$ cat src/rtl/sdram_burst_arb_if.sv
// Arbiter <-> SDRAM controller / FIFO status bundle for sdram_burst_arb.
// master: the arbiter (drives burst requests); slave: the controller/environment side.
interface sdram_burst_arb_if;
    localparam int unsigned USE_W  = 9;
    localparam int unsigned ADDR_W = 22;

    logic              frame_sync;
    logic [USE_W-1:0]  wrf_use;
    logic [USE_W-1:0]  rdf_use;
    logic              sdram_ack;
    logic              sdram_done;
    logic              sys_wr_req;
    logic              sys_rd_req;
    logic [ADDR_W-1:0] sys_addr;
    logic              busy;

    modport master (
        input  frame_sync,
        input  wrf_use,
        input  rdf_use,
        input  sdram_ack,
        input  sdram_done,
        output sys_wr_req,
        output sys_rd_req,
        output sys_addr,
        output busy
    );

    modport slave (
        output frame_sync,
        output wrf_use,
        output rdf_use,
        output sdram_ack,
        output sdram_done,
        input  sys_wr_req,
        input  sys_rd_req,
        input  sys_addr,
        input  busy
    );
endinterface

$ cat src/rtl/sdram_burst_arb.sv
// Burst arbiter between a capture write FIFO and a display read FIFO sharing one
// SDRAM. Frames are double-buffered in two banks; capture writes one bank while
// display reads the most recently completed one.
module sdram_burst_arb #(
    parameter int unsigned BURST       = 160,
    parameter int unsigned FRAME_WORDS = 76800,
    parameter int unsigned RD_LOW      = 64,
    parameter int unsigned RD_DEPTH    = 512
) (
    input  logic               clk,
    input  logic               rst,
    sdram_burst_arb_if.master  bus
);
    localparam int unsigned OFS_W  = 21;
    localparam int unsigned ADDR_W = OFS_W + 1;

    typedef enum logic [2:0] {
        IDLE    = 3'd0,
        WR_REQ  = 3'd1,
        WR_WAIT = 3'd2,
        RD_REQ  = 3'd3,
        RD_WAIT = 3'd4
    } state_t;

    state_t             r_state;
    logic               r_wr_req;
    logic               r_rd_req;
    logic               r_busy;
    logic [ADDR_W-1:0]  r_addr;
    logic               r_wr_bank;
    logic               r_rd_bank;
    logic [OFS_W-1:0]   r_wr_ofs;
    logic [OFS_W-1:0]   r_rd_ofs;
    logic               r_pend;
    logic               r_fs_d;
    logic               r_last_wr;

    logic               w_fs_rise;
    logic               w_wr_ready;
    logic               w_rd_ready;
    logic               w_rd_urgent;
    logic               w_wr_bank_cur;
    logic [OFS_W-1:0]   w_wr_ofs_cur;
    logic [OFS_W-1:0]   w_wr_ofs_inc;
    logic [OFS_W-1:0]   w_rd_ofs_inc;
    logic               w_wr_wrap;
    logic               w_rd_wrap;
    logic               w_grant_wr;
    logic               w_grant_rd;

    assign w_fs_rise   = bus.frame_sync & ~r_fs_d;
    assign w_wr_ready  = (32'(bus.wrf_use) >= BURST);
    assign w_rd_ready  = (32'(bus.rdf_use) <= (RD_DEPTH - BURST));
    assign w_rd_urgent = (32'(bus.rdf_use) <  RD_LOW);

    // A pending frame switch is applied in IDLE before the grant, so the grant
    // address must already reflect the new bank and cleared offset.
    assign w_wr_bank_cur = r_pend ? ~r_wr_bank : r_wr_bank;
    assign w_wr_ofs_cur  = r_pend ? '0 : r_wr_ofs;

    // Offsets wrap by explicit compare; the bank bit is never touched by a carry.
    assign w_wr_ofs_inc = r_wr_ofs + OFS_W'(BURST);
    assign w_rd_ofs_inc = r_rd_ofs + OFS_W'(BURST);
    assign w_wr_wrap    = (w_wr_ofs_inc == OFS_W'(FRAME_WORDS));
    assign w_rd_wrap    = (w_rd_ofs_inc == OFS_W'(FRAME_WORDS));

    // Grant priority: urgent read, then alternate when both ready, then whichever is ready.
    always_comb begin
        w_grant_wr = 1'b0;
        w_grant_rd = 1'b0;
        if (w_rd_urgent) begin
            w_grant_rd = 1'b1;
        end else if (w_wr_ready && w_rd_ready) begin
            if (r_last_wr) begin
                w_grant_rd = 1'b1;
            end else begin
                w_grant_wr = 1'b1;
            end
        end else if (w_wr_ready) begin
            w_grant_wr = 1'b1;
        end else if (w_rd_ready) begin
            w_grant_rd = 1'b1;
        end
    end

    // Arbiter FSM with registered request/address/busy outputs and frame pointers.
    always_ff @(posedge clk or posedge rst) begin
        if (rst) begin
            r_state   <= IDLE;
            r_wr_req  <= 1'b0;
            r_rd_req  <= 1'b0;
            r_busy    <= 1'b0;
            r_addr    <= '0;
            r_wr_bank <= 1'b0;
            r_rd_bank <= 1'b1;
            r_wr_ofs  <= '0;
            r_rd_ofs  <= '0;
            r_pend    <= 1'b0;
            r_fs_d    <= 1'b0;
            r_last_wr <= 1'b0;
        end else begin
            r_fs_d <= bus.frame_sync;

            case (r_state)
                IDLE: begin
                    if (r_pend) begin
                        r_wr_bank <= ~r_wr_bank;
                        r_wr_ofs  <= '0;
                        r_pend    <= 1'b0;
                    end
                    if (w_grant_wr) begin
                        r_state   <= WR_REQ;
                        r_busy    <= 1'b1;
                        r_wr_req  <= 1'b1;
                        r_addr    <= {w_wr_bank_cur, w_wr_ofs_cur};
                        r_last_wr <= 1'b1;
                    end else if (w_grant_rd) begin
                        r_state   <= RD_REQ;
                        r_busy    <= 1'b1;
                        r_rd_req  <= 1'b1;
                        r_addr    <= {r_rd_bank, r_rd_ofs};
                        r_last_wr <= 1'b0;
                    end
                end

                WR_REQ: begin
                    if (bus.sdram_ack) begin
                        r_state  <= WR_WAIT;
                        r_wr_req <= 1'b0;
                    end
                end

                WR_WAIT: begin
                    if (bus.sdram_done) begin
                        r_state  <= IDLE;
                        r_busy   <= 1'b0;
                        r_wr_ofs <= w_wr_wrap ? '0 : w_wr_ofs_inc;
                    end
                end

                RD_REQ: begin
                    if (bus.sdram_ack) begin
                        r_state  <= RD_WAIT;
                        r_rd_req <= 1'b0;
                    end
                end

                RD_WAIT: begin
                    if (bus.sdram_done) begin
                        r_state <= IDLE;
                        r_busy  <= 1'b0;
                        if (w_rd_wrap) begin
                            r_rd_ofs  <= '0;
                            r_rd_bank <= ~r_wr_bank;
                        end else begin
                            r_rd_ofs  <= w_rd_ofs_inc;
                        end
                    end
                end

                default: begin
                    r_state  <= IDLE;
                    r_busy   <= 1'b0;
                    r_wr_req <= 1'b0;
                    r_rd_req <= 1'b0;
                end
            endcase

            // A new edge always (re)arms the pending flag, overriding a same-cycle consume.
            if (w_fs_rise) begin
                r_pend <= 1'b1;
            end
        end
    end

    assign bus.sys_wr_req = r_wr_req;
    assign bus.sys_rd_req = r_rd_req;
    assign bus.sys_addr   = r_addr;
    assign bus.busy       = r_busy;

    // Request strobes are mutually exclusive and only live in a REQ state.
    a_req_excl: assert property (@(posedge clk) disable iff (rst) !(r_wr_req && r_rd_req));
    a_wr_state: assert property (@(posedge clk) disable iff (rst) r_wr_req |-> (r_state == WR_REQ));
    a_rd_state: assert property (@(posedge clk) disable iff (rst) r_rd_req |-> (r_state == RD_REQ));
    a_busy:     assert property (@(posedge clk) disable iff (rst) r_busy == (r_state != IDLE));

endmodule

$ cat src/flat_wrapper.sv
// flat-port wrapper written by rule: the top's interface ports become plain ports
module sdram_burst_arb_flat 
#(
    parameter int unsigned BURST       = 160,
    parameter int unsigned FRAME_WORDS = 76800,
    parameter int unsigned RD_LOW      = 64,
    parameter int unsigned RD_DEPTH    = 512
)
  (clk, rst, bus_frame_sync, bus_wrf_use, bus_rdf_use, bus_sdram_ack, bus_sdram_done, bus_sys_wr_req, bus_sys_rd_req, bus_sys_addr, bus_busy);
  sdram_burst_arb_if bus_i ();
  input  logic clk;
  input  logic rst;
  input wire logic [$bits(bus_i.frame_sync)-1:0] bus_frame_sync;
  input wire logic [$bits(bus_i.wrf_use)-1:0] bus_wrf_use;
  input wire logic [$bits(bus_i.rdf_use)-1:0] bus_rdf_use;
  input wire logic [$bits(bus_i.sdram_ack)-1:0] bus_sdram_ack;
  input wire logic [$bits(bus_i.sdram_done)-1:0] bus_sdram_done;
  output wire logic [$bits(bus_i.sys_wr_req)-1:0] bus_sys_wr_req;
  output wire logic [$bits(bus_i.sys_rd_req)-1:0] bus_sys_rd_req;
  output wire logic [$bits(bus_i.sys_addr)-1:0] bus_sys_addr;
  output wire logic [$bits(bus_i.busy)-1:0] bus_busy;
  assign bus_i.frame_sync = bus_frame_sync;
  assign bus_i.wrf_use = bus_wrf_use;
  assign bus_i.rdf_use = bus_rdf_use;
  assign bus_i.sdram_ack = bus_sdram_ack;
  assign bus_i.sdram_done = bus_sdram_done;
  assign bus_sys_wr_req = bus_i.sys_wr_req;
  assign bus_sys_rd_req = bus_i.sys_rd_req;
  assign bus_sys_addr = bus_i.sys_addr;
  assign bus_busy = bus_i.busy;
  sdram_burst_arb #(.BURST(BURST), .FRAME_WORDS(FRAME_WORDS), .RD_LOW(RD_LOW), .RD_DEPTH(RD_DEPTH)) u_core (.clk(clk), .rst(rst), .bus(bus_i));
endmodule
$ cat config.mk
export PLATFORM = sky130hd
export DESIGN_NAME = sdram_burst_arb_flat
export DESIGN_NICKNAME = d
export VERILOG_FILES = /design/src/rtl/sdram_burst_arb_if.sv /design/src/rtl/sdram_burst_arb.sv /design/src/flat_wrapper.sv
export SDC_FILE = /design/constraint.sdc
export NUM_CORES = 1
export LEC_CHECK = 0
export BUFFER_PORTS_ARGS = -buffer_cell sky130_fd_sc_hd__buf_2
export CORE_UTILIZATION = 60
export CTS_BUF_LIST = sky130_fd_sc_hd__clkbuf_8
export DETAILED_ROUTE_END_ITERATION = 8
export PLACE_DENSITY = 0.8
export SYNTH_ARGS = -nofsm -noshare
export SYNTH_HDL_FRONTEND = slang
export SYNTH_SLANG_ARGS = --single-unit
$ cat constraint.sdc
create_clock -name clk -period 3.1 [get_ports clk]
set_clock_uncertainty 0.2 [all_clocks]
set_input_delay 0.62 -clock clk [delete_from_list [all_inputs] [get_ports clk]]
set_output_delay 0.62 -clock clk [all_outputs]
set_load 0.1 [all_outputs]
==> summary.txt <==
Clock network
  • Sink Count: 70
  • TritonCTS Buffers: 9
  • Root Buffer Master: clkbuf_8
  • Number of setup buffers added after CTS: 0
  • Max Buffers Root-to-Sink: 2
  • Clock Latency Late Sink: 0.35 ns
  • Cts hold-fix bufs: 0
  • # H-tree levels: 3
  • Post-CTS Resized: 0
  • CTS clk-pin slew, worst paths: 0.08 ns
  • CTS tree: built

Detailed routing
  • DRT iter0 DRCs: between 300 and 400
  • Avg WL per Cell: 16.37 um
  • TritonRoute pass-1 iters: 5
  • Vias/cell: 6.260
  • Drt total wl: 8822 um
  • DR DRC count: 0
  • Via count: ~3,400
  • Routed Antenna Nets: 0

Critical path
  • Critical path data arrival time: 2.79 ns
  • Cell count of the worst reg-to-reg path: 8
  • Largest fanout on the critical path: 4
  • Worst stage delay on the critical path: 0.53 ns
  • CP Data Required Time: 3.14 ns
  • CP endpoint kind: register
  • Kind of cell adding the most delay to the critical path: simple AND/OR/NAND/NOR gates
  • Critical Path, Cell by Cell: ha_1, or2_4, a31oi_1, nor2_1, or4_4, a2111oi_4, nor2_1, a211o_1
  • CP startpoint kind: register
  • Buf+Inv Stages, Crit Path: 0
  • Critical-path top delay cell: or4_4
  • Setup CP Type: register to register
  • Stages on worst setup path: 8
  • CP most frequent cell: nor2_1

Placed design
  • DP Wirelength: 5884 um
  • Gpl congestion: roughly 0.84
  • Port buffer count: 42

Floorplan
  • Die area: a little under 0.007 mm^2
  • Total core area: 0.006061 mm^2
  • Die Y: 82.18 um
  • Top Ports: 48
  • # rows: 28
  • DIE WIDTH: ~82 um
  • Initial Util: 0.6365

STA
  • Period utilization: 0.8888
  • RSZ-0062 raised after global routing: false
  • Worst Max-Slew Pin Slew: about 0.67 ns
  • Setup TNS: 0 ns
  • Post-route minimum period: around 2.8 ns
  • Hold Violations, Final: 0
  • Max Freq: 362.9 MHz
  • Relative slew slack: 0.5481
  • Final Max Tran Viols: 0
  • Finish-stage setup viols: 0

GRT
  • Overall Global Routing Usage: 0.2825
  • Largest net degree at the start of global routing: just over 70
  • Initial antenna violation count: 0
  • Vias in the first global route: 3,052
  • Grt total ovfl: 0
  • Global-route wire length before repair: approximately 14,000 um

Worst hold path
  • Hold Crit Class: input port to asynchronous set/reset pin

Yosys
  • Post-synth EDFFs: 0
  • Post-synthesis cell type count: 58
  • Mapped Area: ~0.0039 mm^2
  • Most used DFF post-synth: dfrtp_1
  • Yosys warns: 0
  • Seq/Total Area, Yosys: 0.4544
  • Syn Nets: 455
  • Mapped Avg Cell Area: between 8 and 9 um^2
  • Cells after synthesis: 430
  • #FFs+latches synth: 70
  • Asr flop ratio synth: 1.000

Cells and area
  • Final core utilization: 0.7184
  • Nets: 484
  • P&R area growth vs syn: 12.88%
  • Ant diodes: 0
  • Fill cell count: 446
  • Commonest non-fill, non-tap cell in the layout: dfrtp_1
  • Share of layout cells above drive strength 1: 0.1638
  • Most frequent cells in the layout: dfrtp_1 (69), nand2_1 (48), buf_2 (42)

Power
  • Peak VDD IR: 1.111 mV
  • Internal: between 2 and 2.5 mW
  • Comb pwr share: 0.498
  • Clock power frac: 0.187
  • Sw power: 2.261 mW
  • Power Density: roughly 1000 mW/mm^2
  • Pleak: 2.002 nW
  • Sw frac: 0.5177
  • Seq pwr share: 0.314

Status
  • Status: completed

Run
  • Max-cap violations: 0
-- synthesized netlist by cell type, drive strengths merged (5+ instances only) --
cell | number | area, um^2
nand3 | 22 | 110.1
a311oi | 15 | 131.4
dfrtp | 69 | 1727
xnor2 | 12 | 105.1
and3 | 5 | 31.28
a31oi | 6 | 37.54
a21oi | 24 | 120.1
nand2 | 48 | 180.2
a22o | 5 | 43.79
buf | 7 | 40.03
o21ai | 20 | 100.1
inv | 22 | 82.58
and2 | 9 | 56.31
nand4 | 7 | 43.79
nor2 | 21 | 78.83
nor3 | 16 | 85.08
xor2 | 12 | 105.1
a211o | 5 | 43.79
o211ai | 6 | 45.04
clkbuf | 27 | 101.4
nor2b | 18 | 112.6
-- worst paths after layout --
path	slack [ns]	to	start
setup / recovery	0.34	u_core.r_wr_ofs[11]	u_core.r_wr_ofs[5]
hold reg to reg	0.27	u_core.r_pend	u_core.r_fs_d
max in group asynchronous	2.25	u_core.r_rd_bank	rst
hold / removal	0.14	u_core.r_fs_d	rst
min in group clk	0.19	u_core.r_fs_d	bus_frame_sync
setup reg to reg	0.34	u_core.r_wr_ofs[11]	u_core.r_wr_ofs[5]
-- cell type report --
class / instances / area, um^2 / area share
Sequential cell: 70 / 1753 / 0.4026
Inverter: 23 / 86.33 / 0.01983
Tap cell: 75 / 93.84 / 0.02155
Clock buffer: 9 / 123.9 / 0.02845
Clock inverter: 7 / 97.59 / 0.02241
Timing Repair Buffer: 52 / 310.3 / 0.07126
Multi-Input combinational cell: 303 / 1889 / 0.4339
-- sequential cells by signal, indices dropped and copies added, names as in the netlist --
register and flops:
u_core.bus.sys_addr 22, u_core.r_wr_ofs 21, u_core.r_rd_ofs 16, u_core.r_state 3
u_core.bus.busy 1, u_core.bus.sys_rd_req 1, u_core.bus.sys_wr_req 1, u_core.r_fs_d 1
u_core.r_last_wr 1, u_core.r_pend 1, u_core.r_rd_bank 1, u_core.r_wr_bank 1
-- metrics by stage --
step	area (um^2)	total power [mW]	hold slack (ns)	worst slack, ns	cells
global route	4354	4.602	0.1679	0.1738	539
CTS	4354	4.369	0.1485	0.3500	539
global placement	4133	3.499	0.2132	0.4249	523
detailed placement	4133	3.547	0.2476	0.3759	523
finish	4354	4.368	0.1381	0.3448	539
floorplan	3857	3.095	0.2096	0.4091	430
-- layer usage --
metal  wire length, um  share of wire  GRT usage  vias up
li1                  -              -          -     1593
met1              4073           0.46     0.3937     1620
met2              4002           0.45     0.4306      139
met3               506          0.057    0.04396       22
met4               240          0.027     0.1351        0
met5                 0              0          0        -
-- kinds of logic after synthesis --
| group | synth area share |
|---|---|
| XOR/XNOR | 0.05449 |
| flip-flops | 0.4544 |
| multiplexers | 0.005190 |
| adder cells (fa/ha/maj) | 0.006486 |
| AO/OA/AOI/OAI | 0.1933 |
| buffers and inverters | 0.05903 |
| AND/OR/NAND/NOR | 0.2271 |
-- power by group through the flow --
| stage | sequential (mW) | clock (mW) | combinational, mW |
|---|---|---|---|
| CTS | 1.37 | 0.830 | 2.17 |
| floorplan | 2.21 | 0 | 0.880 |
| global placement | 1.38 | 0 | 2.12 |
| finish | 1.37 | 0.818 | 2.18 |
| global route | 1.41 | 0.871 | 2.32 |
| detailed placement | 1.38 | 0 | 2.16 |
-- worst reg2reg max path: stages (launching register included) --
cell and delay [ns]:
dfrtp_1 0.39, ha_1 0.25, or2_4 0.26, a31oi_1 0.15, nor2_1 0.06, or4_4 0.53
a2111oi_4 0.39, nor2_1 0.12, a211o_1 0.29
Power figures use the tool's default switching activity.
